$ cat src/rtl/hilo_ctrl.sv
// HI/LO controller: sequences an external divider/multiplier, applies sign fix-up and owns HI/LO.
// Define HILO_SIGNED_EN for signed arithmetic; undefined gives plain unsigned pass-through.
module hilo_ctrl #(
  parameter int DIV_LAT  = 35,
  parameter int MULT_LAT = 33
) (
  input  logic        clk,
  input  logic        rst,
  input  logic        start_div,
  input  logic        start_mult,
  input  logic        mthi,
  input  logic        mtlo,
  input  logic [31:0] wdata,
  input  logic [31:0] rs,
  input  logic [31:0] rt,
  input  logic        abort,
  output logic [31:0] div_n,
  output logic [31:0] div_d,
  output logic        div_init,
  output logic        div_stop,
  input  logic [31:0] div_hi,
  input  logic [31:0] div_lo,
  input  logic        div_zero,
  output logic [31:0] mul_a,
  output logic [31:0] mul_b,
  output logic        mult_init,
  input  logic [31:0] mult_hi,
  input  logic [31:0] mult_lo,
  output logic [31:0] hi,
  output logic [31:0] lo,
  output logic        busy,
  output logic        done,
  output logic        div0_exc,
  output logic [2:0]  dbg_state
);
  localparam int MAXL = (DIV_LAT > MULT_LAT) ? DIV_LAT : MULT_LAT;
  localparam int CW   = $clog2(MAXL + 1);

  typedef enum logic [2:0] {IDLE, DIV_WAIT, MULT_WAIT, FIX, DONE} state_t;

  state_t        r_state, w_next;
  logic [CW-1:0] r_cnt;
  logic          r_is_div, r_div_init, r_mult_init, r_div_stop, r_div0_exc;
  logic [31:0]   r_div_n, r_div_d, r_mul_a, r_mul_b, r_hi, r_lo, r_t_hi, r_t_lo;
  logic          w_idle, w_wait, w_start_div, w_start_mult, w_abort, w_div0, w_cnt_zero;
  logic [31:0]   w_mag_a, w_mag_b, w_quo, w_rem;
  logic [63:0]   w_prod;

  assign w_idle       = (r_state == IDLE);
  assign w_wait       = (r_state == DIV_WAIT) || (r_state == MULT_WAIT);
  assign w_start_div  = w_idle && start_div;
  assign w_start_mult = w_idle && start_mult && !start_div;
  assign w_abort      = !w_idle && abort;
  assign w_div0       = (r_state == DIV_WAIT) && div_zero && !abort;
  assign w_cnt_zero   = (r_cnt == '0);

`ifdef HILO_SIGNED_EN
  logic r_sign_a, r_sign_b;

  assign w_mag_a = rs[31] ? -rs : rs;
  assign w_mag_b = rt[31] ? -rt : rt;
  // Quotient/product negate when signs differ; remainder follows the dividend.
  assign w_quo   = (r_sign_a ^ r_sign_b) ? -r_t_lo : r_t_lo;
  assign w_rem   = r_sign_a ? -r_t_hi : r_t_hi;
  assign w_prod  = (r_sign_a ^ r_sign_b) ? -{r_t_hi, r_t_lo} : {r_t_hi, r_t_lo};

  always_ff @(posedge clk) begin
    if (!rst) begin
      r_sign_a <= 1'b0;
      r_sign_b <= 1'b0;
    end else if (w_start_div || w_start_mult) begin
      r_sign_a <= rs[31];
      r_sign_b <= rt[31];
    end
  end
`else
  assign w_mag_a = rs;
  assign w_mag_b = rt;
  assign w_quo   = r_t_lo;
  assign w_rem   = r_t_hi;
  assign w_prod  = {r_t_hi, r_t_lo};
`endif

  always_comb begin
    w_next = r_state;
    case (r_state)
      IDLE:      if (start_div) w_next = DIV_WAIT;
                 else if (start_mult) w_next = MULT_WAIT;
      DIV_WAIT:  if (abort || div_zero) w_next = IDLE;
                 else if (w_cnt_zero) w_next = FIX;
      MULT_WAIT: if (abort) w_next = IDLE;
                 else if (w_cnt_zero) w_next = FIX;
      FIX:       w_next = abort ? IDLE : DONE;
      DONE:      w_next = IDLE;
      default:   w_next = IDLE;
    endcase
  end

  always_ff @(posedge clk) begin
    if (!rst) begin
      r_state     <= IDLE;
      r_cnt       <= '0;
      r_is_div    <= 1'b0;
      r_div_init  <= 1'b0;
      r_mult_init <= 1'b0;
      r_div_stop  <= 1'b1;
      r_div0_exc  <= 1'b0;
      r_div_n     <= '0;
      r_div_d     <= '0;
      r_mul_a     <= '0;
      r_mul_b     <= '0;
      r_hi        <= '0;
      r_lo        <= '0;
      r_t_hi      <= '0;
      r_t_lo      <= '0;
    end else begin
      r_state     <= w_next;
      r_div_init  <= w_start_div;
      r_mult_init <= w_start_mult;
      r_div_stop  <= w_abort || w_div0;
      r_div0_exc  <= w_div0;
      if (w_start_div) begin
        r_div_n  <= w_mag_a;
        r_div_d  <= w_mag_b;
        r_cnt    <= CW'(DIV_LAT);
        r_is_div <= 1'b1;
      end else if (w_start_mult) begin
        r_mul_a  <= w_mag_a;
        r_mul_b  <= w_mag_b;
        r_cnt    <= CW'(MULT_LAT);
        r_is_div <= 1'b0;
      end else if (w_wait) begin
        if (!w_cnt_zero) begin
          r_cnt <= r_cnt - CW'(1);
        end else begin
          r_t_hi <= r_is_div ? div_hi : mult_hi;
          r_t_lo <= r_is_div ? div_lo : mult_lo;
        end
      end
      if (w_idle && mthi) r_hi <= wdata;
      if (w_idle && mtlo) r_lo <= wdata;
      if (r_state == FIX && !abort) begin
        r_hi <= r_is_div ? w_rem : w_prod[63:32];
        r_lo <= r_is_div ? w_quo : w_prod[31:0];
      end
    end
  end

  assign div_n     = r_div_n;
  assign div_d     = r_div_d;
  assign mul_a     = r_mul_a;
  assign mul_b     = r_mul_b;
  assign div_init  = r_div_init;
  assign mult_init = r_mult_init;
  assign div_stop  = r_div_stop;
  assign div0_exc  = r_div0_exc;
  assign hi        = r_hi;
  assign lo        = r_lo;
  assign busy      = !w_idle;
  assign done      = (r_state == DONE) && !abort;
  assign dbg_state = r_state;
endmodule

$ cat config.mk
export PLATFORM = sky130hd
export DESIGN_NAME = hilo_ctrl
export DESIGN_NICKNAME = d
export VERILOG_FILES = /design/src/rtl/hilo_ctrl.sv
export SDC_FILE = /design/constraint.sdc
export NUM_CORES = 1
export LEC_CHECK = 0
export CORE_AREA = 2 2 166 168
export DETAILED_ROUTE_END_ITERATION = 6
export DIE_AREA = 0 0 168 170
export PLACE_DENSITY_LB_ADDON = 0.15
export REMOVE_ABC_BUFFERS = 1
export SYNTH_ARGS = -nofsm -noshare
export SYNTH_HDL_FRONTEND = slang
export SYNTH_SLANG_ARGS = --single-unit
$ cat constraint.sdc
create_clock -name clk -period 5.55 [get_ports clk]
set_clock_uncertainty 0.05 [all_clocks]
set_input_delay 1.11 -clock clk [delete_from_list [all_inputs] [get_ports clk]]
set_output_delay 1.11 -clock clk [all_outputs]
set_load 0.01 [all_outputs]
After elaboration in Yosys (flattened, before gate mapping)
Index checks and enable logic that the tools add are counted.
{"block": "op_classes", "n_mux": 19, "div": 0, "bitwise": 4, "order_cmp": 0, "n_reduce_logical": 27, "n_mul": 0, "eq_ne": 6, "n_shift": 0, "add_sub_neg": 1}
{"op": "$mux 32", "n": 6}
{"op": "$mux 6", "n": 4}
{"op": "$mux 3", "n": 6}
{"op": "$pmux 3 s4", "n": 1}
{"op": "$logic_and 1x1->1", "n": 10}
{"op": "$eq 3x2->1 const B", "n": 2}
{"op": "$logic_not 6->1", "n": 1}
{"op": "$ne 3x3->1 const B", "n": 2}
{"op": "$reduce_and 2->1", "n": 3}
{"op": "$reduce_bool 2->1", "n": 3}
{"op": "$sub 6x1->6 const B", "n": 1}
{"op": "$not 1->1", "n": 4}
{"op": "$reduce_and 4->1", "n": 1}
{"op": "$eq 3x1->1 const B", "n": 1}
{"op": "$eq 3x3->1 const B", "n": 1}
{"op": "$logic_not 1->1", "n": 3}
{"op": "$logic_not 3->1", "n": 1}
{"op": "$logic_or 1x1->1", "n": 3}
{"op": "$reduce_bool 3->1", "n": 1}
{"op": "$reduce_or 3->1", "n": 1}
{"op": "$mux 1", "n": 2}
{"block": "word_totals", "ram_bits": 0, "mem_count": 0, "out_inout_bits": 201, "rom_bits": 0, "input_bits": 232, "word_cells": 73, "regBits": 270, "latchBits": 0}

Depth between registers and ports, before layout
Gate-level depths: netlist of the first run.
{"block": "logic_depth", "depth_word": 5, "depth_mapped": 8, "mapped_depth_nobuf": 6}

Worst setup path before layout of the first run
No wires, ideal clock.
{"block": "synth_timing", "kind": "input -> output", "start": "in abort", "end": "out done", "t_required_ns": 4.390, "n_path_buf": 0, "slack_ns": 2.842, "stages": 1, "arrival_time_ns": 1.548, "path_cell_list": "nor4b_1"}
{"block": "synth_via", "elab_chain_cells": 2}
{"element": "from (decl)", "line_no": "16", "rtl": "input logic abort,"}
{"element": "$logic_not 1->1", "line_no": "160", "rtl": "assign done = (r_state == DONE) && !abort;"}
{"element": "$logic_and 1x1->1", "line_no": "160"}
{"element": "to (decl)", "line_no": "32", "rtl": "output logic done,"}
No other way between the ends.

Worst setup path in the final report of the first run
Same ends and word-level chain as after synthesis.

==> results of run 1 <==
## flip-flops by register name, indices dropped and copies added (netlist names)
register / flops
dbg_state: 3
div0_exc: 1
div_d: 32
div_init: 1
div_n: 32
div_stop: 1
hi: 32
lo: 32
mul_a: 32
mul_b: 32
mult_init: 1
r_cnt: 6
r_is_div: 1
r_t_hi: 32
r_t_lo: 32
## cells by family after synthesis
kind of cell / Yosys count / synth area share
AO/OA/AOI/OAI: 341 / 0.231
multiplexers: 66 / 0.0648
flip-flops: 270 / 0.531
XOR/XNOR: 2 / 0.00172
buffers and inverters: 99 / 0.0410
adder cells (fa/ha/maj): 1 / 0.00123
AND/OR/NAND/NOR: 330 / 0.130
## cell type report
type / instances / area (um2) / area share
Multi-Input combinational cell: 740 / 4420 / 0.283
Tap cell: 341 / 427 / 0.0273
Sequential cell: 270 / 5410 / 0.346
Inverter: 5 / 21.3 / 0.00136
Timing Repair Buffer: 447 / 4430 / 0.284
Clock inverter: 9 / 52.6 / 0.00336
Clock buffer: 42 / 855 / 0.0547
## cell usage after synthesis, drive strengths merged
cell type	number	area [um2]
a211o	1	8.76
a211oi	65	603
a21bo	1	10.0
a21o	2	15.0
a21oi	70	358
a22o	64	561
a311oi	2	23.8
a31o	1	8.76
a31oi	65	407
and4	1	8.76
buf	26	144
clkbuf	68	255
clkinv	1	3.75
dfxtp	270	5410
ha	1	12.5
inv	4	15.0
mux2i	66	661
nand2	227	852
nand2b	1	6.26
nand3b	3	22.5
nor2	79	299
nor2b	3	18.8
nor3	8	45.0
nor3b	1	7.51
nor4b	2	23.8
o21a	1	7.51
o21ai	67	335
o21bai	2	15.0
or2	1	6.26
or3	1	6.26
or3b	3	26.3
xnor2	2	17.5
## critical path: cells and delay by family
| kind | cells | cell delay (ps) |
|---|---|---|
| buf+inv | 2 | 1100 |
| simple gates | 1 | 280 |
## routing by layer
layer  wire [um]  vias to the layer above  part of all wire
met3        3550                       57              0.10
met1       13700                     4473              0.40
met4         704                        4             0.021
met5          23                        -           0.00067
li1            -                     4702                 -
met2       16400                      360              0.48
## metrics by stage
step,hold WS (ps),utilization,setup TNS (ps)
2_1_floorplan,400,-,-221330
3_3_place_gp,390,0.552,0
3_5_place_dp,396,0.552,0
4_1_cts,403,0.586,0
5_1_grt,422,0.586,0
6_report,401,0.586,0
## power breakdown
part / switching, mW / leakage, nW / total, mW / internal, mW
registers: 0.113 / 2.21 / 2.23 / 2.12
clock network: 0.779 / 0.457 / 1.84 / 1.06
logic: 0.490 / 3.02 / 1.02 / 0.535
## worst max-delay path by stage
stage	to	cells after the start
detailed placement	hi[29]	6
global placement	hi[1]	6
CTS	done	3
global route	done	3
finish	done	3
floorplan	r_t_hi[3]	6
==> flow_summary.json, run 1 <==
{
  "drt_wl_total_um": 34300,
  "area_delta_synth_final_pct": 53.3,
  "fmax_mhz": 274,
  "r2r_start": "dbg_state[2]",
  "hp-start": "div_n[5]",
  "drt-initial-drc-count": 588,
  "portBuffers": 432,
  "synth_cell_types": 42,
  "die_x_um": 168,
  "dp.cells": 1803,
  "hp-class": "reg2reg",
  "hold_buffers": 0,
  "ir_worst_vdd_mv": 0.231,
  "layout-drive-gt1-share": 0.0648,
  "regToRegSetupSlack_ps": 2720,
  "wire_per_inst_um": 18.5,
  "std_cell_rows": 60,
  "grt_max_degree": 81,
  "path_clk_slew_ps": 60,
  "fin_crit_sh": 0.659,
  "finalInstanceArea_mm2": 0.0156,
  "layout.nets": 1726,
  "grt_pass1_vias": 9494,
  "worstPathCellList": "clkdlybuf4s50_1, nor4b_1, clkdlybuf4s50_1",
  "slowest_stage": "clkdlybuf4s50_1",
  "dp_slack_ps": 1820,
  "post-route-drc-count": 0,
  "crit_start": "abort",
  "syn_area_mm2": 0.0102,
  "num_vias": 9596,
  "grt.busiest_layer": "met2",
  "rsz0062_at_grt": "no",
  "synthCells": 1109,
  "cts_num_sinks": 270,
  "antenna_found_initial": 2,
  "final_common_cell": "clkdlybuf4s50_1",
  "path_common_cell": "clkdlybuf4s50_1",
  "slew_headroom": 0.299,
  "cp.arrival_ps": 2500,
  "antenna_cells": 0,
  "path_max_fanout": 5,
  "cts_root_buf": "clkbuf_16",
  "ant_nets": 0,
  "cts_made_buffers": 29,
  "tightest_slew_ps": 1050,
  "cp-end-kind": "output pin",
  "grt_use_met2": 0.400,
  "n_fill_cell": 2353,
  "r2r_cells": 4,
  "track_usage": 0.230,
  "hold_path_end": "div_n[5]",
  "cts.path.max_buffers": 3,
  "overflow": 0,
  "grt_use_met1": 0.269,
  "grt_pass1_wl_um": 52600,
  "critPathRequiredTime_ps": 4390,
  "cts_tree": "yes",
  "drt_first_pass_iters": 4,
  "post_cts_buffers": 0,
  "initial_utilization": 0.382,
  "whs_path_depth": 2,
  "viasPerCell": 5.18,
  "dieArea_mm2": 0.0286,
  "status": "finished, final reports clean",
  "layout_common_cells": "clkdlybuf4s50_1, dfxtp_1, nand2_1",
  "syn_area_per_cell_um2": 9.19,
  "place_area_mm2": 0.0147,
  "instances_no_fill": 1854,
  "dp_hpwl_um": 23500,
  "use_met3": 0.0847,
  "finalWorstSetupSlack_ps": 1890,
  "yosys_warnings": 0,
  "clk_latency_ps": 540,
  "drv_slew": 0,
  "rr_endpoint": "mul_b[23]",
  "io_pins": 433,
  "final.min_clock_period_ps": 3660,
  "p_total_mw": 5.10,
  "place_congestion": 0.786,
  "ys_ff_latch": 270,
  "yosysSeqAreaShare": 0.531,
  "critPathKind": "in2out",
  "leakagePower_nw": 5.70,
  "cts_htree_levels": 1,
  "finalSetupViolCount": 0,
  "startpoint_type": "input pin",
  "powerDensity_mw_per_mm2": 326,
  "die_h_um": 170,
  "core-area_mm2": 0.0267,
  "cts_resized": 0,
  "hold_viol": 0,
  "slowest_delay_ps": 580,
  "maxCapViolations": 0
}
Power figures use the tool's default switching activity.
==> inputs of run 2 (changes only) <==
--- a/config.mk
+++ b/config.mk
@@ -5,9 +5,9 @@
 export SDC_FILE = /design/constraint.sdc
 export NUM_CORES = 1
 export LEC_CHECK = 0
-export CORE_AREA = 2 2 166 168
+export CORE_AREA = 2 2 167 169
 export DETAILED_ROUTE_END_ITERATION = 6
-export DIE_AREA = 0 0 168 170
+export DIE_AREA = 0 0 169 171
 export PLACE_DENSITY_LB_ADDON = 0.15
 export REMOVE_ABC_BUFFERS = 1
 export SYNTH_ARGS = -nofsm -noshare
==> constraint.sdc (replaced) <==
create_clock -name clk -period 3.04 [get_ports clk]
set_clock_uncertainty 0.05 [all_clocks]
set_input_delay 0.608 -clock clk [delete_from_list [all_inputs] [get_ports clk]]
set_output_delay 0.608 -clock clk [all_outputs]
set_load 0.01 [all_outputs]
==> run 2 against run 1 <==
Clock power up 92%. Clock-buffer cell count is 2 lower. Die area increased by 1.2%. Non-clock buffer count is 3 higher. Register-to-register slack lost 2100 ps. Final area grew 1.3%. Worst setup slack got worse by 1600 ps. Via count fell by 0.83%. Core utilization is 0.72 points lower. Combinational power rose by 86%. Global-route usage is 0.62 points lower. Sequential cell count is the same.
==> flow_summary.json, run 2 (same netlist as run 1, synthesis figures left out) <==
{
  "slowest_stage": "dfxtp_1",
  "endpoint": "done",
  "final.min_clock_period_ps": 2780,
  "die_h_um": 171,
  "crit_cells": 2,
  "layout-drive-gt1-share": 0.0679,
  "finalInstanceArea_mm2": 0.0158,
  "powerDensity_mw_per_mm2": 601,
  "drt_first_pass_iters": 5,
  "worst-path-buf-inv": 1,
  "cts_tree": "yes",
  "drt_wl_total_um": 34000,
  "antenna_found_initial": 1,
  "viasPerCell": 5.11,
  "rsz0062_at_grt": "no",
  "core-area_mm2": 0.0273,
  "initial_utilization": 0.373,
  "critPathRequiredTime_ps": 2380,
  "post_cts_buffers": 0,
  "cts.path.max_buffers": 3,
  "fin_crit_sh": 0.916,
  "multi_input_area_mm2": 0.00442,
  "n_fill_cell": 2414,
  "dieArea_mm2": 0.0289,
  "startpoint_type": "register",
  "fmax_mhz": 359,
  "std_cell_rows": 61,
  "drv_slew": 0,
  "path_delay_family": "flip-flops",
  "layout_common_cells": "clkdlybuf4s50_1, dfxtp_1, nand2_1",
  "dp_hpwl_um": 23000,
  "cts_num_sinks": 270,
  "leakagePower_nw": 5.76,
  "wire_per_inst_um": 18.3,
  "seqCellArea_mm2": 0.00541,
  "regToRegSetupSlack_ps": 590,
  "r2r_cells": 7,
  "area_delta_synth_final_pct": 55.3,
  "die_x_um": 169,
  "cts_htree_levels": 1,
  "path_max_fanout": 11,
  "final_common_cell": "clkdlybuf4s50_1",
  "drt-initial-drc-count": 528,
  "grt_pass1_wl_um": 51300,
  "rr_endpoint": "r_t_hi[16]",
  "path_clk_slew_ps": 70,
  "crit_start": "dbg_state[2]",
  "critPathKind": "reg2out",
  "num_vias": 9516,
  "cts_resized": 0,
  "maxCapViolations": 0,
  "overflow": 0,
  "r2r_start": "r_cnt[0]",
  "ant_nets": 0,
  "tightest_slew_ps": 792,
  "slowest_delay_ps": 710,
  "place_congestion": 0.779,
  "place_area_mm2": 0.0149,
  "worstPathCellList": "nor4b_1, clkdlybuf4s50_1",
  "status": "finished, final reports clean",
  "portBuffers": 432,
  "cp.arrival_ps": 2130,
  "cp-end-kind": "output pin",
  "grt_pass1_vias": 9340,
  "hold_viol": 0,
  "post-route-drc-count": 0,
  "fin_tns_setup_ps": 0,
  "cts_root_buf": "clkbuf_16",
  "layout.nets": 1729,
  "track_usage": 0.224,
  "finalSetupViolCount": 0,
  "hp-class": "in2reg",
  "ir_worst_vdd_mv": 0.482,
  "hold_buffers": 0,
  "utilization": 0.579,
  "slew_headroom": 0.472,
  "clk_latency_ps": 540,
  "cts_made_buffers": 29,
  "grt_max_degree": 132,
  "io_pins": 433
}
==> run 2: cell types whose count changed in the layout (fill, tap and decap cells not counted), sizes merged <==
cell	before	now
bufinv	0	2
diode	0	1
inv	6	5
clkbuf	42	40
clkinv	8	7
buf	16	19
clkinvlp	0	3
==> run 2: area by class of cell <==
cell class | count | area share
sequential | 270 | 0.342
timing repair buffer | 450 | 0.289
multi-input combinational | 740 | 0.280
clock buffer | 40 | 0.0529
tap | 346 | 0.0274
clock inverter | 12 | 0.00791
inverter | 5 | 0.00134
antenna | 1 | 0.000158
==> run 2: worst min-delay path by stage <==
stage / startpoint / to / slack, ps / depth (start not counted)
floorplan: r_t_hi[0] / hi[0] / 400 / 2
global placement: div_n[19] / div_n[19] / 390 / 2
detailed placement: div_n[26] / div_n[26] / 400 / 2
CTS: rst / div_stop / 300 / 2
global route: rst / div_stop / 320 / 2
finish: rst / div_stop / 320 / 2
==> run 2: worst register-to-register path, stage by stage, from the launching register on <==
cell and delay (ps):
dfxtp_1 310, inv_1 80, ha_1 240, or3b_1 450, nor4b_4 380, buf_12 460, nor2_1 110, a211oi_1 260
==> run 2: report_power, final <==
group | internal, mW | switching (mW)
combinational | 1.00 | 0.900
sequential | 3.87 | 0.206
clock | 2.09 | 1.44
total | 6.96 | 2.55
==> run 2: through the flow <==
step | power [mW] | setup WS [ps] | hold slack (ps) | cells
after detailed placement | 6.06 | 346 | 396 | 1811
after floorplan | 5.02 | -4480 | 400 | 1015
after global placement | 6.03 | 373 | 392 | 1811
after global routing | 9.92 | 184 | 316 | 1864
final | 9.50 | 256 | 318 | 1864
after CTS | 9.60 | 238 | 304 | 1863
==> run 2: layer usage <==
metal,vias to the layer above,GRT usage,part of all wire
met2,356,0.386,0.48
met4,0,0.0617,0.024
met1,4390,0.259,0.39
met5,-,0,0
met3,58,0.0879,0.11
li1,4712,-,-
